$ cat src/rtl/delay_timer_if.sv
// Start/status handshake between a protocol FSM (master) and the delay timer (slave).
interface delay_timer_if;
    logic start;
    logic active;
    logic done;

    modport master (output start, input active, input done);
    modport slave  (input start, output active, output done);
endinterface

$ cat src/rtl/delay_timer.sv
// Single-shot delay timer: a start pulse yields a one-cycle done pulse N_CLKS edges later,
// counting the edge that samples start as edge #1.
module delay_timer #(
    parameter int unsigned N_CLKS = 100
) (
    input  logic          clk,
    input  logic          rst,
    delay_timer_if.slave  bus
);

    localparam int unsigned CW = $clog2(N_CLKS + 1);
    localparam logic [CW-1:0] LAST = CW'(N_CLKS - 1);

    typedef enum logic {
        IDLE,
        COUNT
    } state_t;

    state_t        state;
    logic [CW-1:0] count;

    // The start edge is counted as #1, so COUNT begins at 1; N_CLKS==1 completes
    // at the start edge without ever entering COUNT.
    always_ff @(posedge clk or negedge rst) begin
        if (!rst) begin
            state      <= IDLE;
            count      <= '0;
            bus.active <= 1'b0;
            bus.done   <= 1'b0;
        end else begin
            bus.done <= 1'b0;
            case (state)
                IDLE: begin
                    if (bus.start) begin
                        if (N_CLKS == 1) begin
                            bus.done <= 1'b1;
                        end else begin
                            state      <= COUNT;
                            count      <= CW'(1);
                            bus.active <= 1'b1;
                        end
                    end
                end
                COUNT: begin
                    if (count == LAST) begin
                        state      <= IDLE;
                        count      <= '0;
                        bus.active <= 1'b0;
                        bus.done   <= 1'b1;
                    end else begin
                        count <= count + CW'(1);
                    end
                end
                default: begin
                    state      <= IDLE;
                    count      <= '0;
                    bus.active <= 1'b0;
                end
            endcase
        end
    end

endmodule

$ cat src/flat_wrapper.sv
// flat-port wrapper written by rule: the top's interface ports become plain ports
module delay_timer_flat 
#(
    parameter int unsigned N_CLKS = 100
)
  (clk, rst, bus_start, bus_active, bus_done);
  delay_timer_if bus_i ();
  input  logic clk;
  input  logic rst;
  input wire logic [$bits(bus_i.start)-1:0] bus_start;
  output wire logic [$bits(bus_i.active)-1:0] bus_active;
  output wire logic [$bits(bus_i.done)-1:0] bus_done;
  assign bus_i.start = bus_start;
  assign bus_active = bus_i.active;
  assign bus_done = bus_i.done;
  delay_timer #(.N_CLKS(N_CLKS)) u_core (.clk(clk), .rst(rst), .bus(bus_i));
endmodule
$ cat config.mk
export PLATFORM = sky130hd
export DESIGN_NAME = delay_timer_flat
export DESIGN_NICKNAME = d
export VERILOG_FILES = /design/src/rtl/delay_timer_if.sv /design/src/rtl/delay_timer.sv /design/src/flat_wrapper.sv
export SDC_FILE = /design/constraint.sdc
export NUM_CORES = 1
export LEC_CHECK = 0
export CORE_AREA = 5 5 42 44
export CTS_CLUSTER_DIAMETER = 50
export DETAILED_ROUTE_END_ITERATION = 8
export DIE_AREA = 0 0 47 49
export GPL_ROUTABILITY_DRIVEN = 0
export GPL_TIMING_DRIVEN = 0
export PLACE_DENSITY_LB_ADDON = 0.08
export SLEW_MARGIN = 20
export SYNTH_ARGS = -nofsm -noshare
export SYNTH_HDL_FRONTEND = slang
export SYNTH_SLANG_ARGS = --single-unit
$ cat constraint.sdc
create_clock -name clk -period 2 [get_ports clk]
set_input_delay 0.2 -clock clk [delete_from_list [all_inputs] [get_ports clk]]
set_output_delay 0.2 -clock clk [all_outputs]
set_load 0.03 [all_outputs]
==> flow_summary.toml <==
[run_status]
status = "finished, final reports clean"

[clock_tree]
cts.sinks = 10
cts_buffers = 3
cts_tree = "done"
clkTransAtPathRegs_ps = 60
insertion_delay_ps = 260
hold_buffers = 0
htreeDepth = 1
cts_max_path_buffers = 2
clk_root_buffer_cell = "clkbuf_4"
post-cts-setup-buffers = 0
cts_resized = 0

[layout]
final_cell_mix = "dfrtp_1 (10), o21ai_0 (7), nand2_1 (5)"
antennaDiodeCount = 0
drive_above_1_share = 0.08621
multi_input_area_um2 = 215.2
final_common_cell = "dfrtp_1"
stdcell_area_um2 = 564.3
utilization = 0.4027
nets = 64
ff_latch_area_um2 = 250.2
area_growth_pct = 17.14
fillers = 156
stdcell_count = 74

[sta]
finalMaxSlewViolations = 0
worst_pin_slew_ps = 469.2
fin_crit_ps = 1542
whs_ps = 257.6
setup_ws_ps = 457.7
rsz0062_at_grt = "no"
slew_headroom = 0.6862
final.setup.tns_ps = 0
min_period_over_period = 0.7712
finalSetupViolations = 0
worst_clock_skew_ps = 2.223
fmax_mhz = 648.4
hold_violations = 0

[critical_path]
critPathMaxFanout = 5
cp.required_ps = 2130
critical_path_class = "flip-flop to flip-flop"
endpoint_kind = "flip-flop"
start_kind = "flip-flop"
crit_chain = "ha_1 -> nand4b_1 -> o31ai_1 -> o21ai_0"
crit_slowest_cell = "dfrtp_1"
slowest_delay_ps = 410
arrival_ps = 1670

[global_routing]
grt_max_degree = 11
antenna_found_initial = 0
grt_pass1_wl_mm = 1.738
grt.overflow.total = 0
globalRouteMet1Util = 0.1422
groute.usage.overall = 0.1044
grt_use_met2 = 0.1403
grt-busiest-layer = "met1"
grt_use_met3 = 0.03690
grt_pass1_vias = 391

[drt]
wl_per_cell_um = 13.47
drc = 0
avgViaCountPerCell = 5.405
via_count = 400
firstDrtPassIters = 4
dr.first_iter.drc_count = 3
final_antenna_net_count = 0
drt_wl_total_um = 997

[flow_run]
drv_cap = 0

[synthesis]
postSynthAreaPerCell_um2 = 9.445
syn-cell-area_um2 = 481.7
ys_seq_elements = 10
syn_inst = 51
yosysSeqAreaShare = 0.5195
synth_fp_nets = 55
ys_types = 24
synth-warning-count = 0

[floorplan]
die_h_um = 49
io_pins = 5
dieArea_mm2 = 0.002303
core_area_mm2 = 0.001401
start_util = 0.3438
die_w_um = 47
rows = 14

[power_and_ir_drop]
ir_drop_mv = 0.4505
total_leakage_power_nw = 0.2296
power.total_mw = 0.7584
powerDensity_mw_per_mm2 = 1344

[placed_design]
dp_hpwl_um = 710.8
placed_area_um2 = 541.8
dp_cells = 71
numPortBuffers = 4
post-place-ws_ps = 502.2

[hold_path]
hold_path.class = "input port to async pin"
## final timing paths
check                                startpoint              end  slack, ps  cells past startpoint
worst max-delay path            u_core.count[0]  u_core.count[5]        460                      4
worst min-delay path                        rst  u_core.count[2]        260                      1
worst max register to register  u_core.count[0]  u_core.count[5]        460                      4
worst min register to register  u_core.count[0]  u_core.count[0]        540                      1
max in group asynchronous                   rst  u_core.count[0]       1420                      1
min in group clk                u_core.count[0]  u_core.count[0]        540                      1
## state kept, by name, indices dropped and copies added, names as in the netlist
signal	count
u_core.count	7
u_core.bus.active	1
u_core.bus.done	1
u_core.state	1
## cells by family after synthesis
kind of cell | share of synthesized area
AOI/OAI and AO/OA | 0.1818
xor gates and xnor gates | 0.01819
adders and majority gates | 0.02597
buffers and inverters | 0.03373
DFF | 0.5195
and+or+nand+nor | 0.2208
## area by class of cell
class / count / area share
repair buffers: 4 / 0.07095
well taps: 16 / 0.03548
plain buffers: 2 / 0.01552
multi-input cells: 37 / 0.3814
flip-flops and latches: 10 / 0.4435
clock buffers: 3 / 0.03991
inverters: 2 / 0.01330
## power by group
group | internal [mW] | leakage (nW) | switching [mW]
registers | 0.281 | 0.116 | 0.0641
logic | 0.121 | 0.0995 | 0.155
clock network | 0.0695 | 0.0138 | 0.0675
total | 0.472 | 0.230 | 0.287
## routing by layer
metal	wire length (um)	up-vias	part of all wire
met1	459	191	0.46
met3	42	2	0.042
met5	0	-	0
li1	-	201	-
met2	483	6	0.48
met4	11	0	0.011
## critical path: cells and delay by family, from the launching register on
| kind | cells | cell delay (ps) |
|---|---|---|
| adders and majority gates | 1 | 270 |
| and+or+nand+nor | 1 | 190 |
| DFF | 1 | 410 |
| AOI/OAI and AO/OA | 2 | 540 |
## synthesized netlist by cell type
| cell | number | area share |
|---|---|---|
| a21oi_1 | 2 | 0.021 |
| a22oi_1 | 1 | 0.016 |
| and3b_1 | 1 | 0.018 |
| and4_1 | 1 | 0.018 |
| clkbuf_1 | 1 | 0.0078 |
| clkbuf_2 | 1 | 0.010 |
| dfrtp_1 | 10 | 0.52 |
| ha_1 | 1 | 0.026 |
| inv_1 | 1 | 0.0078 |
| inv_2 | 1 | 0.0078 |
| nand2_1 | 5 | 0.039 |
| nand2b_1 | 1 | 0.013 |
| nand3_1 | 3 | 0.031 |
| nand4b_1 | 1 | 0.018 |
| nor2_1 | 4 | 0.031 |
| nor2b_1 | 1 | 0.013 |
| nor3_1 | 1 | 0.010 |
| nor4_1 | 1 | 0.013 |
| o211ai_1 | 1 | 0.016 |
| o21ai_0 | 7 | 0.073 |
| o22ai_1 | 2 | 0.026 |
| o31ai_1 | 2 | 0.031 |
| or4_1 | 1 | 0.016 |
| xor2_1 | 1 | 0.018 |
No activity file was read; power rests on OpenSTA's default activity.
